--- src/rtl/if_stage.sv ---
// Instruction fetch stage: a single outstanding imem read, plus an IF/ID pipeline register.
// Handles stall hold, taken-branch flush, and redirect while a read is still in flight.
module if_stage #(
  parameter logic [31:0] RESET_PC = 32'h0000_0000
) (
  input  logic        clk,
  input  logic        rst_n,
  output logic        imem_req,
  output logic [31:0] imem_addr,
  input  logic        imem_ack,
  input  logic [31:0] imem_rdata,
  input  logic        stall,
  input  logic        br_taken,
  input  logic [31:0] br_target,
  output logic [31:0] if_id_instr,
  output logic [31:0] if_id_pc,
  output logic        if_id_valid
);

  typedef enum logic [1:0] {IDLE, FETCH, HOLD, DRAIN} state_t;

  state_t      state;
  logic [31:0] pc, buf_instr, buf_pc, redir;
  logic [31:0] tgt, pc_inc;
  logic        fetch_load, hold_load;

  assign tgt        = br_target & ~32'h3;
  assign pc_inc     = pc + 32'd4;
  assign imem_addr  = pc;
  assign fetch_load = (state == FETCH) && imem_ack;
  assign hold_load  = (state == HOLD);

  // pc stays on the in-flight address until its ack, so imem_addr is stable while waiting
  always_ff @(posedge clk or negedge rst_n) begin
    if (!rst_n) begin
      state     <= IDLE;
      imem_req  <= 1'b0;
      pc        <= RESET_PC;
      buf_instr <= '0;
      buf_pc    <= '0;
      redir     <= '0;
    end else begin
      case (state)
        IDLE: begin
          state    <= FETCH;
          imem_req <= 1'b1;
        end
        FETCH: begin
          if (imem_ack) begin
            if (br_taken) pc <= tgt;
            else if (stall) begin
              buf_instr <= imem_rdata;
              buf_pc    <= pc;
              state     <= HOLD;
              imem_req  <= 1'b0;
            end else pc <= pc_inc;
          end else if (br_taken) begin
            redir <= tgt;
            state <= DRAIN;
          end
        end
        HOLD: begin
          if (br_taken) begin
            buf_instr <= '0;
            buf_pc    <= '0;
            pc        <= tgt;
            state     <= FETCH;
            imem_req  <= 1'b1;
          end else if (!stall) begin
            pc       <= pc_inc;
            state    <= FETCH;
            imem_req <= 1'b1;
          end
        end
        DRAIN: begin
          // the stale word is thrown away; the newest branch target wins
          if (br_taken) redir <= tgt;
          if (imem_ack) begin
            pc    <= br_taken ? tgt : redir;
            state <= FETCH;
          end
        end
        default: begin
          state    <= IDLE;
          imem_req <= 1'b0;
        end
      endcase
    end
  end

  always_ff @(posedge clk or negedge rst_n) begin
    if (!rst_n) begin
      if_id_instr <= '0;
      if_id_pc    <= '0;
      if_id_valid <= 1'b0;
    end else if (br_taken) begin
      if_id_instr <= '0;
      if_id_valid <= 1'b0;
    end else if (stall) begin
      if_id_instr <= if_id_instr;
    end else if (fetch_load) begin
      if_id_instr <= imem_rdata;
      if_id_pc    <= pc;
      if_id_valid <= 1'b1;
    end else if (hold_load) begin
      if_id_instr <= buf_instr;
      if_id_pc    <= buf_pc;
      if_id_valid <= 1'b1;
    end else begin
      if_id_instr <= '0;
      if_id_valid <= 1'b0;
    end
  end

endmodule

--- config.mk ---
export PLATFORM = sky130hd
export DESIGN_NAME = if_stage
export DESIGN_NICKNAME = d
export VERILOG_FILES = /design/src/rtl/if_stage.sv
export SDC_FILE = /design/constraint.sdc
export NUM_CORES = 1
export LEC_CHECK = 0
export CAP_MARGIN = 40
export CORE_UTILIZATION = 48
export DETAILED_ROUTE_END_ITERATION = 8
export PLACE_DENSITY = 0.75
export SYNTH_ARGS = -nofsm -noshare
export SYNTH_HDL_FRONTEND = slang
export SYNTH_SLANG_ARGS = --single-unit
--- constraint.sdc ---
create_clock -name clk -period 1.7 [get_ports clk]
set_input_delay 0.255 -clock clk [delete_from_list [all_inputs] [get_ports clk]]
set_output_delay 0.255 -clock clk [all_outputs]
set_load 0.05 [all_outputs]
### Yosys cells after proc, flatten, opt, wreduce, memory -nomap -nowiden

Cells that the tools add are included.

* bitwise operators: 2
* reductions and logical operators: 13
* equality and inequality tests: 14
* $add $sub $neg: 1
* mux-type cells: 41

Operators with widths (number)
* 32-bit 2-to-1 mux: 19
* 32-bit one-hot mux with 2 select lines: 3
* 32-bit one-hot mux with 3 select lines: 1
* 32-bit by 3-bit adder with 32-bit output (second input constant): 1
* 5-bit AND reduction: 3
* 2-bit 2-to-1 mux: 7
* 2-bit != test (second input constant): 6
* 3-bit != test (second input constant): 4
* 1-bit 2-to-1 mux: 9
* 2-bit one-hot mux with 4 select lines: 1
* 3-bit AND reduction: 2
* 2-bit nonzero test: 3
* 3-bit nonzero test: 2
* 2-bit equality test (second input constant): 2
* 1-bit one-hot mux with 3 select lines: 1
* 2-bit by 1-bit equality test with 1-bit output (second input constant): 1
* 2-bit logical NOT: 1
* 2-bit by 1-bit != test with 1-bit output (second input constant): 1
* 1-bit NOT: 2
* 2-bit AND reduction: 1
* 1-bit logical AND: 1

* word-level logic and storage cells: 80
* bits in registers: 196

### Logic depth before layout (Yosys ltp)

* depth after elaboration: 5
* depth in mapped cells: 8

### Worst setup path after synthesis

No wires, ideal clock.

* path kind: register to register
* start: register pc[3] (netlist: imem_addr[3])
* end: register pc[30] (netlist: imem_addr[30])
* arrival time: 2129 ps
* buffers on the path: 1
* stages on the path, launching flop included: 8
* period minus slack after synthesis: 2223 ps
* setup time: 94 ps
* slack: -523 ps
* required time: 1606 ps
* cell sequence: dfrtp_1 > ha_1 > nand4_4 > nor3_4 > and2_1 > buf_6 > nand4_1 > a221oi_2

* word-level cells in the longest chain between the ends: 5

RTL lines
* start, declared: RTL line 23 `logic [31:0] pc, buf_instr, buf_pc, redir;`
* start signal, assigned: RTL line 50 `if (br_taken) pc <= tgt;`
* start signal, assigned: RTL line 56 `end else pc <= pc_inc;`
* start signal, assigned: RTL line 66 `pc <= tgt;`
* 32-bit by 3-bit adder with 32-bit output *: RTL line 28 `assign pc_inc = pc + 32'd4;`
* 32-bit 2-to-1 mux *: RTL line 51, 69
* 32-bit 2-to-1 mux *: RTL line 63 `if (br_taken) begin`
* 32-bit 2-to-1 mux: RTL line 49 `if (imem_ack) begin`
* 32-bit one-hot mux with 3 select lines *: RTL line 43 `case (state)`

Every way passes the cells marked *; elsewhere a longest branch is shown, timed or not. The select of a mux whose other input is x is not followed.
A chain may end at the register's enable or synchronous reset.

### Final worst setup path

* start: register state[0]
* end: register if_id_pc[23]

* word-level cells in the longest chain between the ends: 4
* elaborated cells between the ends (all ways): 6
* those cells by class: 2 x eq/ne; 1 x mux; 3 x reduce/logical

RTL lines
* start, declared: RTL line 22 `state_t state;`
* start signal, assigned: RTL line 36 `state <= IDLE;`
* start signal, assigned: RTL line 45 `state <= FETCH;`
* start signal, assigned: RTL line 54 `state <= HOLD;`
* 2-bit by 1-bit equality test with 1-bit output: RTL line 30 `assign fetch_load = (state == FETCH) && imem_ack;`
* 1-bit logical AND: RTL line 30
* 2-bit nonzero test (no line)
* 3-bit AND reduction (no line)
* end signal, assigned: RTL line 103 `if_id_pc <= pc;`
* end signal, assigned: RTL line 107 `if_id_pc <= buf_pc;`
* end, declared: RTL line 16 `output logic [31:0] if_id_pc,`

Several ways; a longest one is shown, not always the timed one.

==> results.toml <==
[status]
status = "finished with violations"
violations = "setup timing"

[critical_path]
rrSetupSlack_ps = -8
cp-start-kind = "flop"
required_ps = 2010
crit_type = "reg2reg"
r2r_start = "state[0]"
startpoint = "state[0]"
r2r_cells = 7
critPathMaxFanout = 8
timing.rr.end = "if_id_pc[23]"
crit_end = "if_id_pc[23]"
arrival_ps = 2020
endpoint_kind = "flop"

[placed_design]
place_area_um2 = 11800
io_buffer_count = 164
dp_cells = 1450
finalWeightedCongestion = 0.894
hpwl_mm = 17.5

[layout]
drive_gt1_share_pct = 26.1
seq_area_um2 = 4920
finalInstanceArea_um2 = 12700
instances_no_fill = 1500
syn_to_final_growth_pct = 36.9
n_fill_cell = 1433
diodes = 0
multi_input_area_um2 = 4160
fin_nets = 1297

[logic_synthesis]
synth-edff-count = 0
syn_nets = 1080
ys.flop_type = "dfrtp_1"
ys_async_sr_fraction_pct = 100
ys_top_cells_by_count = "205 x nand2_1, 196 x dfrtp_1, 107 x o21ai_0"
yosysTopAreaCell = "dfrtp_1"
syn_avg_cell_area_um2 = 9.21
synth-compound-area-share_pct = 18.7
yosysMostFrequentCell = "nand2_1"
synth_area_um2 = 9300
yosysSeqAreaShare_pct = 52.7
ys_ff_latch = 196
yosys.area_share.adder_pct = 0.134
synth.top_cells.by_area = "dfrtp_1 53%, nand2_1 8.3%, o21ai_0 5.8%, nor2_1 4.0%, mux2_2 3.5%"
ys_warn_count = 0
yosys.area_share.simple_pct = 17.9
synth_cells = 1010
yosysTopAreaCellShare_pct = 52.7
yosys.area_share.xor_xnor_pct = 0
synth_cell_types = 61
synth_top_family_by_area = "compound AO/OA/AOI/OAI gates"
synth.area.mux_share_pct = 6.59

[floorplan]
die_h_um = 141
fp.coreArea_um2 = 18800
die-area_um2 = 19900
die_w_um = 141
num_rows = 50
io_pins = 167
start_util_pct = 49.4

[cts]
cts_tree = "built"
clock-sinks = 196
clock_latency_ps = 440
numCtsBuffers = 17
root_buffer = "clkbuf_16"
h-tree-depth = 4
cts_buffer_depth = 2
clk_pin_slew_ps = 80

[sta]
setup_slack_ps = -8.15
hold-worst-slack_ps = 244
slew-limit-headroom_pct = 58.0
tightestPinTransition_ps = 629
clock.fmax_ghz = 0.585
fin_crit_sh_pct = 100
rsz0062_at_grt = "true"
skew_ps = 10.8
hold_viol = 0
finalCriticalPeriod_ps = 1710
final-setup-viol-count = 3
slew_viol_final = 0

[power]
peakVddDrop_mv = 0.772
leakage_uw = 0.00603
powerDensity_nw_per_um2 = 1350

[routing]
avgViaCountPerCell = 5.64
routedWlPerCell_um = 17.7
wirelength_mm = 26.6
routed-via-count = 8458
drc = 0
drtIter0Drc = 706
ant_nets = 0
first_pass_iters = 6

[global_route]
gr-total-overflow = 0
use_met2_pct = 40.2
grt_max_degree = 65
grt_pass1_wl_mm = 41.2
grt_util_met1_pct = 38.0
globalRouteMet3Util_pct = 4.79
grt_usage_pct = 26.5
antenna_found_initial = 0
busiest_layer = "met2"
grt_pass1_vias = 7894

[hold_path]
hp-class = "in2async"

[flow_run]
cap_violations = 0
power breakdown:
| group | total [uW] | internal [uW] | switching, uW |
|---|---|---|---|
| combinational | 6490 | 2410 | 4090 |
| sequential | 6660 | 5850 | 809 |
| clock | 4070 | 2090 | 1970 |
| total | 17200 | 10400 | 6870 |
worst max-delay path, stage by stage, from the launching register on:
cell,delay [ps]
dfrtp_2,460
buf_4,160
buf_4,140
nand3b_1,110
buf_4,190
buf_12,160
mux2i_1,250
o21ai_0,120
how the worst min path moves through the flow:
stage	from	to	slack (ps)	cells after the start
after detailed placement	rst_n	redir[4]	150	1
after floorplan	rst_n	buf_instr[0]	-40	0
final	rst_n	redir[7]	240	2
after global placement	rst_n	redir[4]	150	1
after CTS	rst_n	redir[4]	230	2
after global routing	rst_n	redir[11]	240	2
per-stage QoR:
step                      setup WS (ps)  util, %  power (uW)  TNS (ps)
after floorplan                    -158        -       10400     -1410
after global placement             -187     62.6       12800    -25290
after detailed placement           -272     62.6       13000    -27580
after CTS                         -9.81     66.1       17100     -14.4
after global routing              -82.7     67.6       18100      -750
final                             -8.15     67.6       17200     -18.6
repair_timing:
item | 4_1_cts | 5_1_grt
gates resized for setup | 4 | 23
endpoints found under the setup margin | 6 | 60
hold buffers | 1 | 0
pin swaps | 0 | 4
gates cloned | 0 | 6
buffers inserted | 4 | 7
endpoints found under the hold margin | 101 | 0
routing by layer:
layer | part of all wire [%] | vias to the layer above
li1 | - | 3970
met1 | 44 | 4090
met2 | 47 | 346
met3 | 6.5 | 52
met4 | 2.6 | 0
met5 | 0 | -
cell usage in the layout, fill, tap and decap left out, types with 24 or more instances in the layout:
cell	Yosys	routed
buf_4	0	173
a21oi_1	65	64
buf_12	0	27
nor2_1	100	100
a22oi_1	33	28
mux2_2	29	29
o21ai_0	107	102
nand2_1	205	205
mux2i_1	26	24
dfrtp_1	196	181
o21ai_1	26	30
clkdlybuf4s50_1	0	63
final cells by class:
class	instances	share of cell area (%)
Inverter	8	0.236
Timing Repair Buffer	278	21.2
Clock inverter	15	1.33
Clock buffer	17	3.34
Tap cell	260	2.56
Sequential cell	196	38.7
Multi-Input combinational cell	726	32.7
cell families (layout without fill, tap and decap cells):
group                    Yosys count  in the layout
AO/OA/AOI/OAI                    291            291
adder cells (fa/ha/maj)            1              1
buffers and inverters             88            318
flip-flops                       196            196
multiplexers                      57             57
AND/OR/NAND/NOR                  377            377
registers in the layout, indices dropped and copies added (netlist names):
register     count
buf_instr       32
buf_pc          32
if_id_instr     32
if_id_pc        32
if_id_valid      1
imem_addr       32
imem_req         1
redir           32
state            2
Note: power is estimated with default switching activity, not from simulation.
